File: src/rtl/seq_booth_mult.sv
// Radix-4 Booth sequential multiplier with signed/unsigned mode and valid/ready handshakes.
// Retires two multiplier bits per cycle; product held stable until the next result lands.
module seq_booth_mult #(
  parameter int unsigned WIDTH = 16
) (
  input  logic                 clk,
  input  logic                 rst,
  input  logic                 src_valid,
  output logic                 src_ready,
  input  logic [WIDTH-1:0]     multiplicand,
  input  logic [WIDTH-1:0]     multiplier,
  input  logic                 is_signed,
  output logic                 dst_valid,
  input  logic                 dst_ready,
  output logic [2*WIDTH-1:0]   product,
  output logic                 busy
);

  localparam int unsigned N  = WIDTH / 2 + 1;
  localparam int unsigned AW = 2 * WIDTH + 2;
  localparam int unsigned BW = WIDTH + 3;
  localparam int unsigned CW = $clog2(N + 1);

  typedef enum logic [1:0] {
    S_IDLE,
    S_CALC,
    S_DONE
  } state_e;

  state_e               state_q, state_d;
  logic [AW-1:0]        acc_q, acc_d;
  logic [AW-1:0]        m_q, m_d;
  logic [BW-1:0]        b_q, b_d;
  logic [CW-1:0]        cnt_q, cnt_d;
  logic [2*WIDTH-1:0]   product_q, product_d;
  logic                 src_ready_q, src_ready_d;
  logic                 dst_valid_q, dst_valid_d;
  logic                 busy_q, busy_d;
  logic [AW-1:0]        addend;
  logic                 a_ext, b_ext;

  // b_q keeps the implicit b[-1]=0 in bit 0, so the current digit is always b_q[2:0];
  // m_q is pre-shifted by 2i, so the addend never needs a variable shift.
  always_comb begin
    case (b_q[2:0])
      3'b001, 3'b010: addend = m_q;
      3'b011:         addend = m_q << 1;
      3'b100:         addend = -(m_q << 1);
      3'b101, 3'b110: addend = -m_q;
      default:        addend = '0;
    endcase
  end

  always_comb begin
    state_d     = state_q;
    acc_d       = acc_q;
    m_d         = m_q;
    b_d         = b_q;
    cnt_d       = cnt_q;
    product_d   = product_q;
    src_ready_d = src_ready_q;
    dst_valid_d = dst_valid_q;
    busy_d      = busy_q;
    a_ext       = is_signed & multiplicand[WIDTH-1];
    b_ext       = is_signed & multiplier[WIDTH-1];

    case (state_q)
      S_IDLE: begin
        if (src_valid) begin
          m_d         = {{(AW-WIDTH){a_ext}}, multiplicand};
          b_d         = {{2{b_ext}}, multiplier, 1'b0};
          acc_d       = '0;
          cnt_d       = '0;
          state_d     = S_CALC;
          src_ready_d = 1'b0;
          busy_d      = 1'b1;
        end
      end
      S_CALC: begin
        acc_d = acc_q + addend;
        m_d   = m_q << 2;
        b_d   = b_q >> 2;
        cnt_d = cnt_q + 1'b1;
        if (cnt_q == CW'(N - 1)) begin
          state_d     = S_DONE;
          product_d   = acc_d[2*WIDTH-1:0];
          dst_valid_d = 1'b1;
        end
      end
      S_DONE: begin
        if (dst_ready) begin
          state_d     = S_IDLE;
          dst_valid_d = 1'b0;
          src_ready_d = 1'b1;
          busy_d      = 1'b0;
        end
      end
      default: begin
        state_d     = S_IDLE;
        src_ready_d = 1'b1;
        dst_valid_d = 1'b0;
        busy_d      = 1'b0;
      end
    endcase
  end

  always_ff @(posedge clk or negedge rst) begin
    if (!rst) begin
      state_q     <= S_IDLE;
      acc_q       <= '0;
      m_q         <= '0;
      b_q         <= '0;
      cnt_q       <= '0;
      product_q   <= '0;
      src_ready_q <= 1'b1;
      dst_valid_q <= 1'b0;
      busy_q      <= 1'b0;
    end else begin
      state_q     <= state_d;
      acc_q       <= acc_d;
      m_q         <= m_d;
      b_q         <= b_d;
      cnt_q       <= cnt_d;
      product_q   <= product_d;
      src_ready_q <= src_ready_d;
      dst_valid_q <= dst_valid_d;
      busy_q      <= busy_d;
    end
  end

  always_comb begin
    src_ready = src_ready_q;
    dst_valid = dst_valid_q;
    product   = product_q;
    busy      = busy_q;
  end

endmodule

File: config.mk
export PLATFORM = sky130hd
export DESIGN_NAME = seq_booth_mult
export DESIGN_NICKNAME = d
export VERILOG_FILES = /design/src/rtl/seq_booth_mult.sv
export SDC_FILE = /design/constraint.sdc
export NUM_CORES = 1
export LEC_CHECK = 0
export CAP_MARGIN = 20
export CORE_ASPECT_RATIO = 1.75
export CORE_MARGIN = 1.5
export CORE_UTILIZATION = 50
export CTS_BUF_LIST = sky130_fd_sc_hd__clkbuf_4 sky130_fd_sc_hd__clkbuf_8
export CTS_CLUSTER_SIZE = 12
export DETAILED_ROUTE_END_ITERATION = 16
export GPL_TIMING_DRIVEN = 0
export MAX_ROUTING_LAYER = met4
export PLACE_DENSITY = 0.73
export SLEW_MARGIN = 15
export SYNTH_ARGS = -nofsm -noshare
export SYNTH_HDL_FRONTEND = slang
export SYNTH_SLANG_ARGS = --single-unit
File: constraint.sdc
create_clock -name clk -period 5.3 [get_ports clk]
set_input_delay 1.06 -clock clk [delete_from_list [all_inputs] [get_ports clk]]
set_output_delay 1.06 -clock clk [all_outputs]
set_load 0.01 [all_outputs]
==> results.sh, run 1 <==
export IMPL_status="complete, no violations"
export IMPL_crit_type="flip-flop to flip-flop"
export IMPL_swShare_pct=48.5
export IMPL_whs_ps=472
export IMPL_finalMaxSlewViolations=0
export IMPL_clock_latency_ps=470
export IMPL_coreArea_um2=16500
export IMPL_dp_hpwl_mm=19.2
export IMPL_synth_seq_area_share_pct=36.3
export IMPL_synthCells=1024
export IMPL_synth_async_reset_ratio_pct=100
export IMPL_cts_buffer_depth=2
export IMPL_clock_power_share_pct=11.3
export IMPL_utilization_pct=61.5
export IMPL_antenna_found_initial=0
export IMPL_syn_area_um2=8490
export IMPL_die_w_um=102
export IMPL_final_cells=1366
export IMPL_required_ps=5650
export IMPL_crit_path_start_kind="flip-flop"
export IMPL_p_leak_nw=4.26
export IMPL_ant_nets=0
export IMPL_ys_ff_latch=123
export IMPL_rsz0062_at_grt="true"
export IMPL_grt_first_pass_wirelength_mm=41.4
export IMPL_dp_cells=1320
export IMPL_min_period_ps=5270
export IMPL_drt_pre_antenna_iters=6
export IMPL_synth_edf_count=0
export IMPL_worstMarginPinSlew_ps=936
export IMPL_wl_per_cell_um=18.7
export IMPL_end_kind="flip-flop"
export IMPL_mostFrequentLayoutCells="nand2_1 (174), dfrtp_1 (120), o21ai_0 (82), clkdlybuf4s50_1 (69), clkbuf_1 (66)"
export IMPL_skew_ps=18.6
export IMPL_layout_commonest_cell="nand2_1"
export IMPL_io_buffers=70
export IMPL_viasPerCell=6.05
export IMPL_first_global_vias=8061
export IMPL_grt_usage_pct=30.7
export IMPL_yosys_area_share_simple_pct=19.0
export IMPL_cap_violations=0
export IMPL_synthAdderAreaFrac_pct=5.25
export IMPL_synth_compound_gate_area_share_pct=26.2
export IMPL_design_power_total_mw=7.75
export IMPL_hold_class="flip-flop to flip-flop"
export IMPL_p_switching_mw=3.75
export IMPL_drt_drc_violations_left=0
export IMPL_synthDistinctLibCells=60
export IMPL_fillers=1491
export IMPL_clock_fmax_mhz=190
export IMPL_combPwrFrac_pct=67.9
export IMPL_grt_max_degree=72
export IMPL_drt_total_wl_mm=25.6
export IMPL_area_growth_pct=19.7
export IMPL_antennaDiodeCount=0
export IMPL_die_area_um2=17800
export IMPL_drtIter0Drc=637
export IMPL_die_y_um=175
export IMPL_r2r_cells=18
export IMPL_hold_violations=0
export IMPL_path_clk_slew_ps=90
export IMPL_place_gp_congestion=0.969
export IMPL_finalSetupViolations=0
export IMPL_synth_top_family_by_area="compound AO/OA/AOI/OAI gates"
export IMPL_ys_flop_type="dfrtp_1"
export IMPL_max_slew_margin_pct=37.3
export IMPL_drive_above_1_share_pct=9.63
export IMPL_cts_tree="done"
export IMPL_muxShareOfSynthArea_pct=1.52
export IMPL_floorplan_initialDensity_pct=51.4
export IMPL_numCtsBuffers=17
export IMPL_worstHoldPathCells=2
export IMPL_grt_ovfl_total=0
export IMPL_clockRootBuffer="clkbuf_8"
export IMPL_ys_warn_count=0
export IMPL_cts_num_sinks=123
export IMPL_power_density_nw_per_um2=762
export IMPL_peakVddDrop_mv=0.304
export IMPL_rows=62
export IMPL_pin_count=72
export IMPL_seqPwrFrac_pct=20.9
export IMPL_htree_levels=4
export IMPL_cp_max_fo=4
export IMPL_synth_area_per_cell_um2=8.29
export IMPL_nNetsFinal=1201
export IMPL_finalCritPeriodShare_pct=99.5
export IMPL_synth_fp_nets=1096
export IMPL_synth_xor_area_share_pct=6.91
export IMPL_arrival_ps=5620
export IMPL_vias=8266
export IMPL_p_int_mw=3.99
## routing by layer
layer	track usage, %	wire length, um	vias to the layer above
met3	3.74	1070	95
li1	-	-	3920
met5	-	0	-
met1	34.1	9750	3955
met4	16.9	1370	0
met2	52.5	13400	296
## path summary, 6_finish.rpt
| kind | slack [ps] | endpoint | start |
|---|---|---|---|
| max in group asynchronous | 4010 | src_ready | rst |
| max | 30 | product[25] | m_q[0] |
| min in group asynchronous | 520 | product[3] | rst |
| min | 470 | product[15] | product[15] |
| min reg2reg | 470 | product[15] | product[15] |
| max reg2reg | 30 | product[25] | m_q[0] |
## cells by family (layout without fill, tap and decap cells)
family	Yosys count	in the layout
AOI/OAI and AO/OA	334	334
adders and majority gates	35	35
muxes	12	12
xor gates and xnor gates	67	67
buffers and inverters	102	220
DFF	123	123
and+or+nand+nor	351	351
## critical path: stages, from the launching register on
cell	delay [ps]
dfrtp_2	450
inv_4	80
ha_4	140
or3b_4	390
or4_4	550
or4_4	460
or3_4	370
or3_4	420
a21oi_4	160
o221ai_2	120
o22ai_2	270
ha_4	260
a21oi_2	130
o21a_1	180
o211ai_1	190
a41oi_2	370
o221ai_2	160
xor2_1	170
mux2_2	270
## area by class of cell
type	instances	area (um2)	share of cell area (%)
Tap cell	224	280	2.76
Multi-Input combinational cell	799	5140	50.6
Clock buffer	17	234	2.30
Timing Repair Buffer	88	861	8.47
Buffer	81	323	3.18
Clock inverter	15	164	1.61
Inverter	19	73.8	0.727
Sequential cell	123	3080	30.3
## metrics by stage
| stage | setup TNS (ps) | worst slack, ps | instance area [um2] |
|---|---|---|---|
| floorplan | 0 | 340 | 8490 |
| global placement | -204340 | -1640 | 9470 |
| detailed placement | -6200 | -552 | 9520 |
| CTS | 0 | 0.398 | 10000 |
| global route | -200 | -92.1 | 10200 |
| finish | 0 | 26.8 | 10200 |
## sequential cells by signal, indices dropped and copies added (netlist names)
register and cells:
busy 1, src_ready 1, product 32, b_q 18
m_q 32, acc_q 32, dst_valid 1, state_q 2
cnt_q 4
## power by group through the flow
stage | Combinational, mW | Clock, mW | Sequential (mW)
after detailed placement | 4.91 | 0 | 1.62
after floorplan | 3.59 | 0 | 1.61
after global placement | 4.83 | 0 | 1.61
final | 5.26 | 0.872 | 1.62
after global routing | 5.77 | 0.919 | 1.66
after CTS | 5.06 | 0.884 | 1.61
## repair_timing
item                       CTS  global route
pin swaps                    8            14
resized for setup           18            24
buffers inserted             9             7
setup endpoints to repair   22            28
hold buffers                 0             0
## synth_stat cells, types with 5 or more instances
cell      number  area share [%]
nand2b_1      10            0.74
o22ai_1       12            0.88
dfrtp_1      122              36
a31oi_1       41             3.0
a22o_1        29             3.0
clkbuf_1      67             3.0
a211oi_1      10            0.88
o211ai_1      10            0.88
buf_1          7            0.31
mux2i_1        5            0.59
a21oi_1       51             3.0
o21a_1        10            0.88
a22oi_1        8            0.71
ha_1          34             5.0
o21ai_0       89             5.2
nor4_1         9            0.66
xnor2_1       42             4.3
nand4_1        8            0.59
inv_1         17            0.75
a21o_1        10            0.88
nor2b_1        7            0.52
nand2_1      174             7.7
nor3_1        18             1.1
and3_1         8            0.59
or3_1          5            0.37
and2_1        28             2.1
nor2_1        59             2.6
o221ai_1       9            0.93
buf_2          6            0.35
a221oi_1      16             1.7
mux2_2         7            0.93
xor2_1        25             2.6
nand3_1        9            0.53
a221o_1       16             1.9
(Power assumes the default switching activity.)
==> inputs of run 2 (changes only) <==
--- a/config.mk
+++ b/config.mk
@@ -7,7 +7,7 @@
 export LEC_CHECK = 0
 export CAP_MARGIN = 20
 export CORE_ASPECT_RATIO = 1.75
-export CORE_MARGIN = 1.5
+export CORE_MARGIN = 8
 export CORE_UTILIZATION = 50
 export CTS_BUF_LIST = sky130_fd_sc_hd__clkbuf_4 sky130_fd_sc_hd__clkbuf_8
 export CTS_CLUSTER_SIZE = 12
@@ -19,3 +19,4 @@
 export SYNTH_ARGS = -nofsm -noshare
 export SYNTH_HDL_FRONTEND = slang
 export SYNTH_SLANG_ARGS = --single-unit
+export TNS_END_PERCENT = 50
==> results.sh, run 2 (synthesis results as in run 1) <==
export IMPL_status="complete, no violations"
export IMPL_worstHoldPathCells=2
export IMPL_dp_cells=1323
export IMPL_arrival_ps=5570
export IMPL_antenna_found_initial=0
export IMPL_antennaDiodeCount=0
export IMPL_htree_levels=4
export IMPL_whs_ps=471
export IMPL_nNetsFinal=1202
export IMPL_min_period_ps=5210
export IMPL_io_buffers=70
export IMPL_fin_area_um2=10200
export IMPL_timing_rr_end="product[23]"
export IMPL_ant_nets=0
export IMPL_place_gp_congestion=0.979
export IMPL_numCtsBuffers=17
export IMPL_drt_total_wl_mm=27.0
export IMPL_grt_ovfl_total=0
export IMPL_drive_above_1_share_pct=10.2
export IMPL_cts_tree="done"
export IMPL_reg2reg_from="m_q[0]"
export IMPL_clock_fmax_mhz=192
export IMPL_layout_commonest_cell="nand2_1"
export IMPL_end_kind="flip-flop"
export IMPL_crit_path_start_kind="flip-flop"
export IMPL_p_leak_nw=4.28
export IMPL_cap_violations=0
export IMPL_finalCritPeriodShare_pct=98.4
export IMPL_viasPerCell=6.10
export IMPL_finalSetupViolations=0
export IMPL_area_growth_pct=20.1
export IMPL_grt_usage_pct=26.1
export IMPL_hold_class="flip-flop to flip-flop"
export IMPL_r2r_cells=17
export IMPL_die_y_um=188
export IMPL_vias=8361
export IMPL_clock_latency_ps=470
export IMPL_power_density_nw_per_um2=770
export IMPL_cp_max_fo=7
export IMPL_drt_drc_violations_left=0
export IMPL_dp_hpwl_mm=19.9
export IMPL_crit_type="flip-flop to flip-flop"
export IMPL_grt_max_degree=71
export IMPL_drtIter0Drc=698
export IMPL_placed_area_um2=9520
export IMPL_grt_first_pass_wirelength_mm=43.1
export IMPL_skew_ps=17.1
export IMPL_first_global_vias=8261
export IMPL_worstMarginPinSlew_ps=979
export IMPL_min_from="product[8]"
export IMPL_coreArea_um2=16800
export IMPL_holdPathEnd="product[8]"
export IMPL_path_clk_slew_ps=90
export IMPL_finalMaxSlewViolations=0
export IMPL_die_area_um2=21600
export IMPL_rows=63
export IMPL_mostFrequentLayoutCells="nand2_1 (174), dfrtp_1 (120), o21ai_0 (84), clkdlybuf4s50_1 (69), clkbuf_1 (64)"
export IMPL_pin_count=72
export IMPL_peakVddDrop_mv=0.331
export IMPL_cts_buffer_depth=2
export IMPL_clockRootBuffer="clkbuf_8"
export IMPL_cts_num_sinks=123
export IMPL_max_slew_margin_pct=34.5
export IMPL_wl_per_cell_um=19.7
export IMPL_die_w_um=115
export IMPL_drt_pre_antenna_iters=5
export IMPL_required_ps=5660
export IMPL_rrSetupSlack_ps=90
export IMPL_final_cells=1370
export IMPL_floorplan_initialDensity_pct=50.6
export IMPL_hold_violations=0
-- run 2: changes by cell type in the layout (fill, tap and decap cells not counted), sizes merged --
| cell | before | now |
|---|---|---|
| inv | 24 | 18 |
| buf | 32 | 33 |
| clkinv | 3 | 9 |
-- run 2: per-stage QoR --
stage               setup slack (ps)  utilization, %  setup TNS, ps  total power, mW
finish                          86.2            60.7              0             7.84
global route                   -46.1            60.7          -84.9             8.41
CTS                             27.4            59.6              0             7.55
detailed placement              -583            56.7          -4930             6.60
global placement               -1760            56.4        -217200             6.48
floorplan                        340               -              0             5.20
-- run 2: worst max-delay path: stages, from the launching register on --
cell	delay, ps
dfrtp_2	440
inv_2	90
ha_4	130
or3b_4	370
or4_4	550
or4_4	470
or3_4	360
buf_4	150
a32oi_1	220
o21ai_0	180
ha_1	480
and3_1	260
nand2_1	100
o211ai_1	320
a41oi_2	240
o21ai_0	300
xor2_1	130
mux2_2	270
-- run 2: cell type report --
class	count	area, um2
Timing Repair Buffer	90	876
Multi-Input combinational cell	799	5170
Tap cell	227	284
Clock inverter	15	153
Sequential cell	123	3080
Inverter	19	71.3
Buffer	80	320
Fill cell	1500	6600
Clock buffer	17	234
-- run 2: worst max path at each step --
stage	end	slack, ps	from
floorplan	product[29]	340	m_q[0]
global placement	product[30]	-1760	rst
detailed placement	acc_q[31]	-580	m_q[0]
CTS	product[24]	30	b_q[0]
global route	acc_q[28]	-50	m_q[0]
finish	product[23]	90	m_q[0]
-- run 2: power by group --
| part | total, mW | internal, mW | switching (mW) |
|---|---|---|---|
| Combinational | 5.38 | 2.24 | 3.14 |
| Sequential | 1.61 | 1.35 | 0.258 |
| Clock | 0.852 | 0.415 | 0.438 |
-- run 2: per-layer routing --
| metal | vias to the layer above | part of all wire [%] | track usage (%) |
|---|---|---|---|
| li1 | 3923 | - | - |
| met1 | 4023 | 38 | 27.8 |
| met2 | 323 | 53 | 45.0 |
| met3 | 92 | 4.5 | 3.65 |
| met4 | 0 | 4.5 | 14.8 |
| met5 | - | 0 | - |
-- run 2: repair_timing --
item,in CTS,in global routing
gates cloned,0,0
endpoints found under the setup margin,20,26
hold endpoints to repair,0,0
hold buffers,0,0
resized for setup,15,31
pin swaps,8,13
buffers inserted,10,8
==> inputs of run 3 (changes only) <==
--- a/config.mk
+++ b/config.mk
@@ -12,9 +12,10 @@
 export CTS_BUF_LIST = sky130_fd_sc_hd__clkbuf_4 sky130_fd_sc_hd__clkbuf_8
 export CTS_CLUSTER_SIZE = 12
 export DETAILED_ROUTE_END_ITERATION = 16
+export DONT_BUFFER_PORTS = 1
 export GPL_TIMING_DRIVEN = 0
 export MAX_ROUTING_LAYER = met4
-export PLACE_DENSITY = 0.73
+export PLACE_DENSITY = 0.68
 export SLEW_MARGIN = 15
 export SYNTH_ARGS = -nofsm -noshare
 export SYNTH_HDL_FRONTEND = slang
==> results.sh, run 3 (synthesis results as in run 1) <==
export IMPL_p_switching_mw=3.73
export IMPL_r2r_cells=18
export IMPL_p_int_mw=3.80
export IMPL_grt_first_pass_wirelength_mm=42.6
export IMPL_layout_commonest_cell="nand2_1"
export IMPL_cts_num_sinks=123
export IMPL_clock_power_share_pct=11.6
export IMPL_rsz0062_at_grt="true"
export IMPL_path_clk_slew_ps=90
export IMPL_power_density_nw_per_um2=797
export IMPL_multi_input_area_um2=5130
export IMPL_drt_drc_violations_left=0
export IMPL_skew_ps=18.3
export IMPL_fillers=1599
export IMPL_clockRootBuffer="clkbuf_8"
export IMPL_hold_class="input port to async pin"
export IMPL_wl_per_cell_um=20.3
export IMPL_peakVddDrop_mv=0.356
export IMPL_ctsHoldBuffers=0
export IMPL_placed_area_um2=8790
export IMPL_antennaDiodeCount=0
export IMPL_die_y_um=188
export IMPL_viasPerCell=6.15
export IMPL_status="complete, no violations"
export IMPL_drtIter0Drc=535
export IMPL_final_cells=1299
export IMPL_die_area_um2=21600
export IMPL_numCtsBuffers=17
export IMPL_max_slew_margin_pct=37.4
export IMPL_coreArea_um2=16800
export IMPL_grt_ovfl_total=0
export IMPL_nNetsFinal=1131
export IMPL_cp_max_fo=7
export IMPL_cpPeakStageDelay_ps=560
export IMPL_hold_violations=0
export IMPL_rows=63
export IMPL_finalMaxSlewViolations=0
export IMPL_vias=7995
export IMPL_clock_latency_ps=470
export IMPL_finalCritPeriodShare_pct=98.2
export IMPL_io_buffers=0
export IMPL_p_leak_nw=4.00
export IMPL_pin_count=72
export IMPL_htree_levels=4
export IMPL_required_ps=5650
export IMPL_combPwrFrac_pct=66.0
export IMPL_area_growth_pct=11.2
export IMPL_floorplan_initialDensity_pct=50.6
export IMPL_finalSetupViolations=0
export IMPL_grt_max_degree=124
export IMPL_design_power_total_mw=7.52
export IMPL_place_gp_congestion=0.966
export IMPL_cp_cell_sequence="inv_4, ha_4, or3b_4, or4_4, or4_4, or3_4, or3_4, a21oi_2, o221ai_2, o22ai_2, ha_4, a21oi_2, o21a_1, o211ai_1, a41oi_2, o221ai_2, xor2_1, mux2_4"
export IMPL_crit_type="flip-flop to flip-flop"
export IMPL_cp_depth=18
export IMPL_drive_above_1_share_pct=10.3
export IMPL_fin_area_um2=9440
export IMPL_cts_tree="done"
export IMPL_worstMarginPinSlew_ps=936
export IMPL_critPathBufInv=1
export IMPL_cap_violations=0
export IMPL_grt_usage_pct=26.1
export IMPL_dp_hpwl_mm=19.5
export IMPL_crit_path_top_delay_cell="or4_4"
export IMPL_crit_path_start_kind="flip-flop"
export IMPL_mostFrequentLayoutCells="nand2_1 (174), dfrtp_1 (120), o21ai_0 (85), clkbuf_1 (63), nor2_1 (59)"
export IMPL_clock_fmax_mhz=192
export IMPL_ant_nets=0
export IMPL_min_period_ps=5200
export IMPL_end_kind="flip-flop"
export IMPL_utilization_pct=56.2
export IMPL_cp_top_family="simple AND/OR/NAND/NOR gates"
export IMPL_reg2reg_from="m_q[0]"
export IMPL_crit_start="m_q[0]"
export IMPL_arrival_ps=5560
export IMPL_die_w_um=115
export IMPL_drt_total_wl_mm=26.4
export IMPL_first_global_vias=8095
export IMPL_rrSetupSlack_ps=100
export IMPL_seqPwrFrac_pct=22.4
export IMPL_swShare_pct=49.5
export IMPL_seqCellArea_um2=3080
export IMPL_antenna_found_initial=0
export IMPL_drt_pre_antenna_iters=8
export IMPL_dp_cells=1252
export IMPL_cts_buffer_depth=2
-- run 3: cell types whose count changed in the layout (fill, tap and decap cells not counted), sizes merged --
cell | previous run | this run
inv | 18 | 23
clkinv | 9 | 5
clkinvlp | 5 | 4
clkbuf | 85 | 83
clkdlybuf4s50 | 69 | 0
-- run 3: worst register-to-register path: cells and delay by family (launching register included) --
family,cells,cell delay (ps)
buffers and inverters,1,80
AND/OR/NAND/NOR,5,2150
XOR/XNOR,1,180
multiplexers,1,270
AO/OA/AOI/OAI,8,1540
adder cells (fa/ha/maj),2,410
flip-flops,1,450
-- run 3: what timing repair did --
action                                  CTS  global route
buffers inserted                          8            11
pin swaps                                 7            16
endpoints found under the setup margin   25            25
gates resized for setup                  18            21
-- run 3: cell type report --
class	instances	share of cell area [%]
buffer	79	3.34
clock buffer	17	2.48
clock inverter	15	1.75
inverter	19	0.782
multi-input combinational	799	54.4
sequential	123	32.6
tap	227	3.01
timing repair buffer	20	1.63
-- run 3: final timing paths --
| check | to |
|---|---|
| max | product[25] |
| min | acc_q[7] |
| max reg2reg | product[25] |
| min reg2reg | b_q[15] |
| max in group asynchronous | src_ready |
| min in group clk | b_q[15] |
-- run 3: per-stage QoR --
step                      hold slack [ps]  setup WS, ps  setup TNS, ps
final                                 283          97.2              0
after floorplan                       442           340              0
after detailed placement              464          -549          -6810
after CTS                             257          4.83              0
after global placement                454          -517          -5990
after global routing                  256         -58.9           -125
-- run 3: per-layer routing --
metal  wire (um)  part of all wire, %  vias up  track usage [%]
met5           0                    0        -                -
met4        1210                  4.6        0             14.9
met3        1220                  4.6       75             4.39
met2       13700                   52      262             43.8
met1       10300                   39     3875             28.4
li1            -                    -     3783                -
-- run 3: power groups by stage --
stage	Combinational, mW	Clock (mW)	Sequential (mW)
global route	5.47	0.926	1.74
CTS	4.77	0.889	1.69
detailed placement	4.63	0	1.70
floorplan	3.59	0	1.61
global placement	4.55	0	1.69
finish	4.96	0.874	1.69
